--- config.mk ---
export PLATFORM = sky130hd
export DESIGN_NAME = fir_bus_master
export DESIGN_NICKNAME = d
export VERILOG_FILES = /design/src/rtl/fir_bus_pkg.sv /design/src/rtl/fir_bus_master.sv
export SDC_FILE = /design/constraint.sdc
export NUM_CORES = 1
export LEC_CHECK = 0
export ABC_CLOCK_PERIOD_IN_PS = 5700
export CAP_MARGIN = 5
export CORE_MARGIN = 4
export CORE_UTILIZATION = 49
export DETAILED_ROUTE_END_ITERATION = 12
export MAX_ROUTING_LAYER = met4
export PLACE_DENSITY = 0.93
export SLEW_MARGIN = 15
export SYNTH_ARGS = -nofsm -noshare
export SYNTH_HDL_FRONTEND = slang
export SYNTH_SLANG_ARGS = --single-unit
--- constraint.sdc ---
create_clock -name clk -period 5.7 [get_ports clk]
set_input_delay 0.57 -clock clk [delete_from_list [all_inputs] [get_ports clk]]
set_output_delay 0.57 -clock clk [all_outputs]
set_load 0.01 [all_outputs]
--- src/rtl/fir_bus_pkg.sv ---
// Shared register map and sequencer state encoding for the FIR peripheral bus master.
package fir_bus_pkg;

    localparam logic [2:0] ADDR_DATA = 3'd0;
    localparam logic [2:0] ADDR_CTRL = 3'd2;
    localparam logic [2:0] ADDR_CDAT = 3'd4;
    localparam logic [2:0] ADDR_CADR = 3'd5;

    typedef enum logic [3:0] {
        ST_IDLE,
        ST_CADR,
        ST_CDAT,
        ST_DATA,
        ST_START,
        ST_WAIT,
        ST_POLL,
        ST_PGAP,
        ST_RGAP0,
        ST_READ,
        ST_OUT
    } state_t;

endpackage

--- src/rtl/fir_bus_master.sv ---
// Bus initiator that loads FIR coefficients and runs one peripheral computation per streamed sample.
// The state name always describes the bus access (or idle slot) visible on the pins during that cycle.
module fir_bus_master
    import fir_bus_pkg::*;
#(
    parameter int          NTAPS     = 8,
    parameter logic [15:0] CTRL_WORD = 16'h0700,
    parameter int          BUSY_BIT  = 15,
    parameter int          PRE_POLL  = 7,
    parameter int          POLL_MAX  = 255,
    localparam int         IDXW      = (NTAPS > 1) ? $clog2(NTAPS) : 1
) (
    input  logic            clk,
    input  logic            rst_n,
    input  logic            cfg_load,
    output logic [IDXW-1:0] coef_idx,
    input  logic [15:0]     coef_data,
    output logic            coef_ok,
    input  logic            s_valid,
    output logic            s_ready,
    input  logic [15:0]     s_data,
    output logic            r_valid,
    input  logic            r_ready,
    output logic [15:0]     r_data,
    output logic [2:0]      ioaddr,
    output logic            iocs,
    output logic            iowr,
    output logic            iord,
    output logic [15:0]     iodout,
    input  logic [15:0]     iodin,
    output logic            busy,
    output logic            timeout,
    input  logic            err_clr
);

    localparam int WCW = (PRE_POLL > 1) ? $clog2(PRE_POLL) : 1;
    localparam int PCW = (POLL_MAX > 1) ? $clog2(POLL_MAX) : 1;

    state_t           state_reg;
    logic             cfg_pend_reg;
    logic [7:0]       coef_cnt_reg;
    logic [WCW-1:0]   wait_cnt_reg;
    logic [PCW-1:0]   poll_cnt_reg;

    // coef_cnt_reg counts coefficients already latched, so it names the next one to fetch.
    assign coef_idx = coef_cnt_reg[IDXW-1:0];
    assign s_ready  = (state_reg == ST_IDLE) && coef_ok && !cfg_pend_reg;
    assign busy     = (state_reg != ST_IDLE);

    always_ff @(posedge clk or negedge rst_n) begin
        if (!rst_n) begin
            state_reg    <= ST_IDLE;
            cfg_pend_reg <= 1'b0;
            coef_cnt_reg <= '0;
            wait_cnt_reg <= '0;
            poll_cnt_reg <= '0;
            coef_ok      <= 1'b0;
            r_valid      <= 1'b0;
            r_data       <= '0;
            ioaddr       <= '0;
            iocs         <= 1'b0;
            iowr         <= 1'b0;
            iord         <= 1'b0;
            iodout       <= '0;
            timeout      <= 1'b0;
        end else begin
            // Bus returns to idle unless the next state issues an access.
            ioaddr       <= '0;
            iocs         <= 1'b0;
            iowr         <= 1'b0;
            iord         <= 1'b0;
            iodout       <= '0;
            cfg_pend_reg <= cfg_pend_reg | cfg_load;
            if (err_clr) begin
                timeout <= 1'b0;
            end

            case (state_reg)
                ST_IDLE: begin
                    if (cfg_pend_reg) begin
                        // A cfg_load arriving in this very cycle stays pending for another pass.
                        cfg_pend_reg <= cfg_load;
                        coef_ok      <= 1'b0;
                        coef_cnt_reg <= '0;
                        ioaddr       <= ADDR_CADR;
                        iocs         <= 1'b1;
                        iowr         <= 1'b1;
                        iodout       <= '0;
                        state_reg    <= ST_CADR;
                    end else if (coef_ok && s_valid) begin
                        ioaddr    <= ADDR_DATA;
                        iocs      <= 1'b1;
                        iowr      <= 1'b1;
                        iodout    <= s_data;
                        state_reg <= ST_DATA;
                    end
                end

                ST_CADR: begin
                    ioaddr       <= ADDR_CDAT;
                    iocs         <= 1'b1;
                    iowr         <= 1'b1;
                    iodout       <= coef_data;
                    coef_cnt_reg <= coef_cnt_reg + 8'd1;
                    state_reg    <= ST_CDAT;
                end

                ST_CDAT: begin
                    if (coef_cnt_reg == 8'(NTAPS)) begin
                        coef_ok   <= 1'b1;
                        state_reg <= ST_IDLE;
                    end else begin
                        ioaddr       <= ADDR_CDAT;
                        iocs         <= 1'b1;
                        iowr         <= 1'b1;
                        iodout       <= coef_data;
                        coef_cnt_reg <= coef_cnt_reg + 8'd1;
                    end
                end

                ST_DATA: begin
                    ioaddr    <= ADDR_CTRL;
                    iocs      <= 1'b1;
                    iowr      <= 1'b1;
                    iodout    <= CTRL_WORD;
                    state_reg <= ST_START;
                end

                ST_START: begin
                    wait_cnt_reg <= '0;
                    poll_cnt_reg <= '0;
                    if (PRE_POLL == 0) begin
                        ioaddr    <= ADDR_CTRL;
                        iocs      <= 1'b1;
                        iord      <= 1'b1;
                        state_reg <= ST_POLL;
                    end else begin
                        state_reg <= ST_WAIT;
                    end
                end

                ST_WAIT: begin
                    if (wait_cnt_reg == WCW'(PRE_POLL - 1)) begin
                        ioaddr    <= ADDR_CTRL;
                        iocs      <= 1'b1;
                        iord      <= 1'b1;
                        state_reg <= ST_POLL;
                    end else begin
                        wait_cnt_reg <= wait_cnt_reg + 1'b1;
                    end
                end

                ST_POLL: begin
                    if (iodin[BUSY_BIT]) begin
                        if (poll_cnt_reg == PCW'(POLL_MAX - 1)) begin
                            timeout   <= 1'b1;
                            state_reg <= ST_IDLE;
                        end else begin
                            poll_cnt_reg <= poll_cnt_reg + 1'b1;
                            state_reg    <= ST_PGAP;
                        end
                    end else begin
                        state_reg <= ST_RGAP0;
                    end
                end

                ST_PGAP: begin
                    ioaddr    <= ADDR_CTRL;
                    iocs      <= 1'b1;
                    iord      <= 1'b1;
                    state_reg <= ST_POLL;
                end

                ST_RGAP0: begin
                    ioaddr    <= ADDR_DATA;
                    iocs      <= 1'b1;
                    iord      <= 1'b1;
                    state_reg <= ST_READ;
                end

                ST_READ: begin
                    r_data    <= iodin;
                    r_valid   <= 1'b1;
                    state_reg <= ST_OUT;
                end

                ST_OUT: begin
                    if (r_ready) begin
                        r_valid   <= 1'b0;
                        state_reg <= ST_IDLE;
                    end
                end

                default: begin
                    state_reg <= ST_IDLE;
                end
            endcase
        end
    end

endmodule

* Word level (Yosys, flattened, before mapping)
Cells that the tools add are included.
W data, S select, Z words.
** Cells by class
- Add/sub/neg operators :: 3
- Multiply operators :: 0
- Divide/modulo/power cells :: 0
- Magnitude comparators :: 0
- Eq/ne operators :: 22
- Shift operators :: 0
- Mux-type cells :: 42
- Bitwise operators :: 1
- Reduce and logical (&&, ||, !) cells :: 21
** Operators with widths (count)
- $pmux W16 S4 :: 1
- $mux W16 :: 3
- $pmux W4 S11 :: 1
- $mux W8 :: 4
- $mux W4 :: 6
- $pmux W8 S3 :: 1
- $add A8 B1 Y8 const B :: 2
- $eq A4 B3 Y1 const B :: 4
- $ne A2 B2 Y1 const B :: 8
- $pmux W8 S2 :: 1
- $pmux W3 S5 :: 1
- $mux W1 :: 13
- $eq A4 B4 Y1 const B :: 3
- $mux W3 :: 4
- $reduce_and A3 Y1 :: 3
- $eq A4 B2 Y1 const B :: 2
- $eq A8 B4 Y1 const B :: 1
- $eq A8 B8 Y1 const B :: 1
- $reduce_bool A2 Y1 :: 4
- $pmux W1 S2 :: 3
- $pmux W3 S2 :: 1
- $reduce_or A2 Y1 :: 3
- $eq A4 B1 Y1 const B :: 1
- $logic_not A4 Y1 :: 1
- 14 further kinds :: 17
** Storage, ports and cells
- Register bits :: 65
- Latch bits :: 0
- Memory bits (writable) :: 0
- Bits in read-only memories :: 0
- Output and inout bits :: 46
- Logic and storage cells :: 103
- Memories kept :: 0

* Longest topological paths before layout
Gate-level depths: netlist of the first run.
- Depth after elaboration :: 4
- Mapped depth :: 7

* Worst setup path after synthesis of the first run
OpenSTA, ideal clock, no wires.
- Path type :: reg-to-reg
- Start :: reg coef_cnt_reg[2]
- End :: reg iodout[10]
- Setup time :: 0.126 ns
- Arrival :: 1.705 ns
- Required time :: 5.574 ns
- Slack :: 3.869 ns
- Stages on the path, launching flop included :: 5
- Path buffers :: 1
- Period minus slack after synthesis :: 1.831 ns
- Cell sequence :: dfrtp_1 -> or4b_4 -> o221a_4 -> buf_6 -> a221o_1
** On the way
- Cells in the longest elaborated chain, start to end :: 3
** Ends and longest elaborated chain
- start, declared :: line fir_bus_master.sv:41 : logic [7:0] coef_cnt_reg;
- start signal, assigned :: line fir_bus_master.sv:104 : coef_cnt_reg <= coef_cnt_reg + 8'd1;
- start signal, assigned :: line fir_bus_master.sv:117 : coef_cnt_reg <= coef_cnt_reg + 8'd1;
- $eq A8 B4 Y1 :: line fir_bus_master.sv:109 : if (coef_cnt_reg == 8'(NTAPS)) begin
- $mux W16 :: line fir_bus_master.sv:109
- $pmux W16 S4 :: line fir_bus_master.sv:78 : case (state_reg)
- end signal, assigned :: line fir_bus_master.sv:94 : iodout <= s_data;
- end signal, assigned :: line fir_bus_master.sv:103 : iodout <= coef_data;
- end signal, assigned :: line fir_bus_master.sv:116 : iodout <= coef_data;
- end, declared :: line fir_bus_master.sv:29 : output logic [15:0] iodout,
Every way passes these cells.
A chain may end at the register's enable or synchronous reset.

* Worst setup path in the final report of the first run
- Start :: reg state_reg[1]
- End :: out s_ready
** On the way
- Cells in the longest elaborated chain, start to end :: 3
** Ends and longest elaborated chain
- start, declared :: line fir_bus_master.sv:39 : state_t state_reg;
- start signal, assigned :: line fir_bus_master.sv:52 : state_reg <= ST_IDLE;
- start signal, assigned :: line fir_bus_master.sv:89 : state_reg <= ST_CADR;
- start signal, assigned :: line fir_bus_master.sv:95 : state_reg <= ST_DATA;
- $logic_not A4 Y1 :: line fir_bus_master.sv:47 : assign s_ready = (state_reg == ST_IDLE) && coef_ok && !cfg_pend_reg;
- $logic_and A1 B1 Y1 (2 in series) :: line fir_bus_master.sv:47
- end, declared :: line fir_bus_master.sv:20 : output logic s_ready,
Every way passes these cells.

==> metrics, run 1 <==
critical path's largest stage delay roughly 0.57 ns; biggest regs iodout x16, r_data x16; Initial Util 0.5026; TNS Setup 0 ns; Antenna Violating Nets Remaining 0; Post-synth top flop dfrtp_1; Fin. Hold Viols 0; layout cells sized above 1 0.1096; core area 5886 um^2; MaxCap Viol Count 0; Hold Buf Count CTS 0; later-pin clock latency in the skew report ~0.33 ns; register area share after synthesis 0.5499; RR Startpoint state_reg[1]; Max Slew Vio Count 0; via count 2365; worst path bufs/invs 1; CP startpoint state_reg[1]; Post-synth EDFFs 0; CTS Sinks 65; # fillers 388; Slew headroom 0.4390; post-route minimum period 2.792 ns; VDD IR max roughly 220 uV; achievable clock frequency ~360 MHz; Power Total around 1.9 mW; Critical Path AT between 2 and 2.5 ns; RePlAce Congestion 0.9296; fin crit share 0.4898; Die Height about 86 um; CTS buffer count 9; critical path class reg -> out; overflow left after global routing 0; syn nets 310; CP Launch Type flip-flop; leakage dissipation 1.841 nW; skew final ~0.0064 ns; Synth top area share 0.5499; PD cells between 400 and 500 nW/um^2; top cell type by total area after synthesis dfrtp_1; layout net count roughly 410; WL per Instance approximately 16 um; IO Pins 100; total track usage 0.2124; status finished clean; CTS tree built; DRC viols 0; CTS H-tree depth 3; post_cts resized 0; Mean Syn Cell Area roughly 12 um^2; Mapped Area 2958 um^2; Synth warnings 0; FFs w/ async S/R, synth 1.000; Routed WL slightly above 7000 um; Worst-Margin Slew 0.8352 ns; FF-to-FF End iodout[8]; RSZ-0062 raised after global routing false; area grow syn2layout 41.41%; die width between 80 and 90 um; number of global-route vias before repair between 2k and 2.5k; clock-pin slew on the worst setup and hold paths 0.07 ns; Hold Crit Class in -> async; Setup crit end kind output port; Root Buffer clkbuf_8; Final HPWL DP around 5000 um; CP Max Fanout 17; CP required about 5 ns; Synth Instances 250; reg2reg setup slack about 3.6 ns; postcts setup bufs 0; register bit total from synthesis 65; delay-heaviest family, CP simple AND/OR/NAND/NOR gates; crit path cell chain nor2_1 > nand2_1 > nor3_1 > clkdlybuf4s50_1; final setup fails 0; Clock Path Buffers 2; # diodes 0; antenna violations before repair 0; vias per cell approximately 5.5; largest net degree at the start of global routing 66; Die ar. 7344 um^2; synth cell count leaders dfrtp_1, nand2_1, a22o_1, mux2_2, inv_1; crit path max-delay cell type clkdlybuf4s50_1; row cnt 28; First-pass DRT Iterations 4; Initial DRC Count 201; R2R depth 4; most instantiated library cell after synthesis dfrtp_1; Port Buf Inserts around 100; Distinct cells, synth 52; global-route wire length before repair 11870 um; synth top area cells dfrtp_1, mux2_2, a22o_1, ha_1, nand2_1
[layout by cell type, fill, tap and decap left out, types with 2 or more instances in the layout]
cell type and n:
nand3_1 8, mux2_2 13, dfrtp_1 65, buf_4 2
mux2i_1 7, a221o_1 3, nor2_1 9, inv_1 11
a22o_1 13, clkdlybuf4s50_1 98, clkbuf_8 10, o21ai_0 6
a31oi_1 6, or2_2 2, nand2_1 19, a21oi_1 9
a221oi_1 2, and3_1 6, o31ai_1 2, o21bai_1 2
o22ai_1 2, and2b_1 2, nand4bb_1 2, nand2b_1 5
clkinv_2 2, nor3_1 5, nand4_1 6, o32ai_1 2
clkinvlp_4 2, mux2_1 4, ha_1 6
[cells by family (layout without fill, tap and decap cells)]
group | count (synthesis) | after routing | synth area share
compound gates | 57 | 57 | 0.1493
xor+xnor | 2 | 2 | 0.005923
buf+inv | 22 | 128 | 0.03638
mux | 24 | 24 | 0.08841
fa+ha+maj | 6 | 6 | 0.02538
simple gates | 74 | 74 | 0.1447
flops | 65 | 65 | 0.5499
[layer usage]
metal	vias up	GRT usage	routed length, um
met3	11	0.04227	506
li1	1129	-	-
met2	99	0.3418	3533
met5	-	-	0
met1	1126	0.2631	2910
met4	0	0.08777	119
[report_power, final]
part	leakage, nW	internal (mW)	switching (mW)	total [mW]
logic	0.886	0.419	0.360	0.779
registers	0.860	0.609	0.120	0.729
clock network	0.0953	0.212	0.168	0.380
[final cells by class]
cell class,count,area (um^2),share of cell area
flip-flops and latches,65,1627,0.3889
multi-input cells,163,1224,0.2926
repair buffers,101,1001,0.2393
clock buffers,11,141.4,0.03380
well taps,75,93.84,0.02243
clock inverters,5,55.05,0.01316
inverters,11,41.29,0.009871
[how the worst max path moves through the flow]
stage | slack [ns] | cells after the start | end
after floorplan | 3.87 | 4 | iodout[10]
after global placement | 3.31 | 4 | s_ready
after detailed placement | 3.24 | 4 | s_ready
after CTS | 2.89 | 4 | s_ready
after global routing | 2.70 | 4 | s_ready
final | 2.91 | 4 | s_ready
[stage by stage]
stage          setup slack, ns  std cells  hold slack [ns]  area, um^2  utilization
2_1_floorplan            3.869        250           0.2744        2958            -
3_3_place_gp             3.311        415           0.4701        3986       0.6773
3_5_place_dp             3.242        415           0.4805        3986       0.6773
4_1_cts                  2.886        431           0.4235        4183       0.7107
5_1_grt                  2.701        431           0.4684        4183       0.7107
6_report                 2.908        431           0.4012        4183       0.7107
Note: power is estimated with default switching activity, not from simulation.
==> run 2: changes to the inputs <==
- ABC_CLOCK_PERIOD_IN_PS: 5700 -> 2500
- CORE_UTILIZATION: 49 -> 41
- PLACE_DENSITY: 0.93 -> 0.84
- clock period: 5.7 -> 2.5 ns (I/O delays scaled with it)
==> run 2 against run 1 <==
- worst setup slack worse by 2.7 ns
- global-route usage is 1.7 points lower
- via count is 2.8% higher
- count of clock-buffer cells in the layout is 1 lower
- critical path type unchanged
- largest power group unchanged
- highest routed layer unchanged
==> metrics, run 2 (same netlist as run 1, synthesis figures left out) <==
Setup crit end kind output port; area grow syn2layout 44.84%; IO Pins 100 (unchanged); MaxCap Viol Count 0 (unchanged); CP startpoint state_reg[2]; Antenna Violating Nets Remaining 0 (unchanged); RR Startpoint coef_cnt_reg[2]; Initial DRC Count 113 (-44%); number of global-route vias before repair 2505 (+4.4%); Port Buf Inserts 99 (unchanged); post-route minimum period roughly 2.2 ns; RePlAce Congestion 0.8842 (-4.9%); total track usage 0.1956 (-0.01674); # diodes 0 (unchanged); overflow left after global routing 0 (unchanged); CTS Sinks 65 (unchanged); Fin Hold WS 0.4528 ns (+0.05161 ns); die width 92.94 um (+8.4%); hold_sp err_clr; Die ar. 8637 um^2 (+18%); register area 1627 um^2 (unchanged); skew final 0.008144 ns (+0.001718 ns); Hold Crit Class in -> reg; status finished clean; fin worst setup slack 0.2544 ns (-2.654 ns); CP required 2.25 ns (-2.88 ns); CTS buffer count 9 (unchanged); via count 2431 (+2.8%); pre-CTS WS 0.4378 ns (-2.804 ns); leakage dissipation 1.880 nW (+2.1%); Power Total 4.469 mW (+140%); clock-pin slew on the worst setup and hold paths 0.07 ns (about the same); Slew headroom 0.5137 (+0.07463); Critical Path AT 2.00 ns (-0.22 ns); Routed WL 7835 um (+11%); VDD IR max 508.7 uV (+130%); final setup fails 0 (unchanged); critical path class reg -> out; layout net count 416 (+1.2%); crit path cell chain nor2_4 > nand2_1 > nor3_1 > clkdlybuf4s50_1; global-route wire length before repair 12830 um (+8.0%); Initial Util 0.4283 (-0.07429); Max Slew Vio Count 0 (unchanged); commonest non-fill, non-tap cell in the layout clkdlybuf4s50_1; layout cells sized above 1 0.1222 (+0.01267); CTS tree built; CP Launch Type flip-flop; CP Max Fanout 11 (-6); final core occ 0.6203 (-0.09038); First-pass DRT Iterations 4 (unchanged); # fillers 541 (+39%); Worst-Margin Slew 0.7295 ns (-0.1057 ns); DRC viols 0 (unchanged); core area 6907 um^2 (+17%); commonest non-fill, non-tap cells in the layout clkdlybuf4s50_1, dfrtp_1, nand2_1, a22o_1, mux2_2; later-pin clock latency in the skew report 0.34 ns (about the same); row cnt 30 (+7.1%); Final HPWL DP 5853 um (+14%); critical path's largest stage delay 0.58 ns (about the same); CTS H-tree depth 3 (unchanged); achievable clock frequency roughly 450 MHz; crit path max-delay cell type clkdlybuf4s50_1; Root Buffer clkbuf_8; largest net degree at the start of global routing 34 (-48%); PD cells 1043 nW/um^2 (+130%); vias per cell 5.331 (-2.8%); Fin. Hold Viols 0 (unchanged); Die Height 92.94 um (+8.4%); area occupied by multi-input gates 1234 um^2 (+0.82%); antenna violations before repair 0 (unchanged); RSZ-0062 raised after global routing false; Clock Path Buffers 2 (unchanged); WL per Instance 17.18 um (+4.7%); fin crit share 0.8982; biggest regs iodout x16, r_data x16; TNS Setup 0 ns (unchanged); postcts setup bufs 0 (unchanged)
[run 2: cell types whose count changed in the layout (fill, tap and decap cells not counted), sizes merged]
cell         delta
clkinvlp        -1
dlygate4sd3     +1
buf             +4
clkbuf          -1
bufinv          +1
[run 2: worst paths after layout]
kind,to,slack [ns],cells past startpoint
worst min register to register,r_data[3],0.51,1
min in group asynchronous,r_data[9],0.50,2
worst max register to register,iodout[8],0.58,3
max in group asynchronous,coef_cnt_reg[3],1.36,3
worst min-delay path,timeout,0.45,2
worst max-delay path,s_ready,0.25,4
[run 2: what timing repair did]
action	in CTS	in global routing
gates resized for setup	0	3
setup endpoints to repair	0	1
hold buffers	1	0
hold endpoints to repair	32	0
[run 2: metrics by stage]
step | area [um^2] | cells
2_1_floorplan | 2958 | 250
6_report | 4284 | 456
4_1_cts | 4274 | 456
3_3_place_gp | 4055 | 440
3_5_place_dp | 4055 | 440
5_1_grt | 4284 | 456
[run 2: layout make-up]
cell class                 instances  share of cell area
multi-input combinational        163              0.2880
clock buffer                      10             0.02979
timing repair buffer             106              0.2459
clock inverter                     5             0.01898
tap                               96             0.02804
sequential                        65              0.3797
inverter                          11            0.009638
[run 2: per-layer routing]
layer	up-vias	wire [um]	GRT usage
li1	1138	-	-
met1	1181	3217	0.2308
met2	98	3918	0.3257
met3	14	564	0.04793
met4	0	135	0.07082
met5	-	0	-
[run 2: power breakdown]
group	switching (mW)	internal, mW
Clock	0.395	0.556
Combinational	0.910	0.988
Sequential	0.233	1.39
[run 2: critical path: cells and delay by family, from the launching register on]
family | cells | cell delay [ns]
flops | 1 | 0.51
buf+inv | 1 | 0.58
simple gates | 3 | 0.56
==> run 3: changes to the inputs <==
- CORE_ASPECT_RATIO: unset -> 1.2
==> run 3 against run 2 <==
- flip-flop and latch count did not move
- cell area hardly changed
- critical endpoint unchanged
- wire length decreased by 2.0%
- clock power up 2.6%
==> metrics, run 3 (same netlist as run 1, synthesis figures left out) <==
CP required 2.25 ns (about the same); # diodes 0 (unchanged); commonest non-fill, non-tap cells in the layout clkdlybuf4s50_1, dfrtp_1, nand2_1, a22o_1, mux2_2; Clock Path Buffers 2 (unchanged); CTS tree built; skew final 0.009245 ns (+0.001100 ns); overflow left after global routing 0 (unchanged); DRC viols 0 (unchanged); Fin. Hold Viols 0 (unchanged); worst path bufs/invs 1 (unchanged); biggest regs iodout x16, r_data x16; clock-pin slew on the worst setup and hold paths 0.07 ns (about the same); critical path's largest stage delay 0.59 ns (about the same); later-pin clock latency in the skew report 0.35 ns (about the same); Routed WL 7677 um (-2.0%); global-route wire length before repair 12560 um (-2.1%); Power Internal 2.941 mW (+0.34%); area grow syn2layout 44.80% (about the same); status finished clean; VDD IR max 732.5 uV (+44%); crit path max-delay cell type clkdlybuf4s50_1; row cnt 33 (+10%); CTS buffer count 9 (unchanged); Switching Share 0.3447 (+0.0007265); Die ar. 8643 um^2 (about the same); vias per cell 5.479 (+2.8%); Setup crit end kind output port; Max Slew Vio Count 0 (unchanged); crit path cell chain nor2_1 > nand2_1 > nor3_1 > clkdlybuf4s50_1; IO Pins 100 (unchanged); Final HPWL DP 5426 um (-7.3%); commonest non-fill, non-tap cell in the layout clkdlybuf4s50_1; total track usage 0.1943 (-0.001363); power share of the combinational group 0.418 (-0.007); Initial DRC Count 123 (+8.8%); Die Height 101.0 um (+8.7%); largest net degree at the start of global routing 66 (+94%); CTS H-tree depth 3 (unchanged); leakage dissipation 1.897 nW (+0.94%); Reg power frac 0.364 (about the same); Hold Buf Count CTS 0 (-1); achievable clock frequency 438.8 MHz (-1.5%); number of global-route vias before repair 2508 (+0.12%); post-route minimum period 2.279 ns (+0.03350 ns); fin crit share 0.9116 (+0.01340); critical path class reg -> out; CP Max Fanout 16 (+5); core area 6937 um^2 (+0.43%); First-pass DRT Iterations 4 (unchanged); DP Area 4061 um^2 (+0.15%); layout cells sized above 1 0.1346 (+0.01239); fin worst setup slack 0.2209 ns (-0.03351 ns); Slew headroom 0.4579 (-0.05581); TNS Setup 0 ns (unchanged); CTS Sinks 65 (unchanged); Initial Util 0.4264 (-0.001854); delay-heaviest family, CP buffers and inverters; Sw Pwr 1.547 mW (+0.66%); layout net count 419 (+0.72%); RSZ-0062 raised after global routing false; PD cells 1048 nW/um^2 (+0.48%); antenna violations before repair 0 (unchanged); Worst-Margin Slew 0.8132 ns (+0.08371 ns); clock network fraction of total power 0.218 (+0.005); WL per Instance 17.02 um (-0.93%); register area 1627 um^2 (unchanged); fin cells 451 (-1.1%); MaxCap Viol Count 0 (unchanged); # fillers 525 (-3.0%); final setup fails 0 (unchanged); area occupied by multi-input gates 1226 um^2 (-0.61%); Cells after DPL 435 (-1.1%); RePlAce Congestion 0.8350 (-5.6%); Port Buf Inserts 99 (unchanged); die width 85.54 um (-8.0%); CP Launch Type flip-flop; via count 2471 (+1.6%); Critical Path AT 2.03 ns (+0.03 ns); Hold Crit Class in -> async; Antenna Violating Nets Remaining 0 (unchanged); Root Buffer clkbuf_8; pre-CTS WS 0.5135 ns (+0.07570 ns); Finished Cell Area 4283 um^2 (about the same); Power Total 4.489 mW (+0.45%)
[run 3: cell types whose count changed in the layout (fill, tap and decap cells not counted), sizes merged]
cell | previous run | this run
buf | 7 | 11
clkinv | 2 | 4
clkbuf | 10 | 9
dlygate4sd3 | 1 | 0
[run 3: stage by stage]
stage / util / hold slack, ns
floorplan: - / -0.04559
global placement: 0.5855 / 0.4690
detailed placement: 0.5855 / 0.4779
CTS: 0.6171 / 0.1039
global route: 0.6174 / 0.1473
finish: 0.6174 / 0.05144
[run 3: power groups by stage]
stage	sequential (mW)	combinational, mW	clock (mW)
floorplan	1.71	0.918	0
global placement	1.62	1.83	0
detailed placement	1.65	1.87	0
CTS	1.63	1.89	0.995
global route	1.69	2.05	1.04
finish	1.64	1.88	0.976
[run 3: final timing paths]
| kind | slack, ns | start | depth (start not counted) | to |
|---|---|---|---|---|
| worst max-delay path | 0.22 | state_reg[0] | 4 | s_ready |
| worst min-delay path | 0.05 | rst_n | 2 | iodout[15] |
| worst max register to register | 0.56 | coef_cnt_reg[2] | 3 | iodout[10] |
| worst min register to register | 0.49 | r_data[9] | 1 | r_data[9] |
| max in group asynchronous | 1.89 | rst_n | 2 | r_data[12] |
| min in group clk | 0.46 | err_clr | 2 | timeout |
[run 3: timing repair]
item | 4_1_cts | 5_1_grt
buffers inserted | 0 | 0
endpoints found under the hold margin | 0 | 0
setup endpoints to repair | 0 | 1
gates resized for setup | 0 | 1
[run 3: layout make-up]
cell class                      count  share of cell area
Multi-Input combinational cell    163              0.2863
Inverter                           11            0.009641
Timing Repair Buffer              109              0.2477
Clock inverter                      7             0.02220
Clock buffer                        9             0.02892
Sequential cell                    65              0.3798
Tap cell                           87             0.02542
[run 3: routing by layer]
layer / GRT usage / part of all wire / up-vias
li1: - / - / 1146
met1: 0.2147 / 0.39 / 1218
met2: 0.3343 / 0.52 / 91
met3: 0.05315 / 0.075 / 16
met4: 0.07186 / 0.022 / 0
met5: - / 0 / -
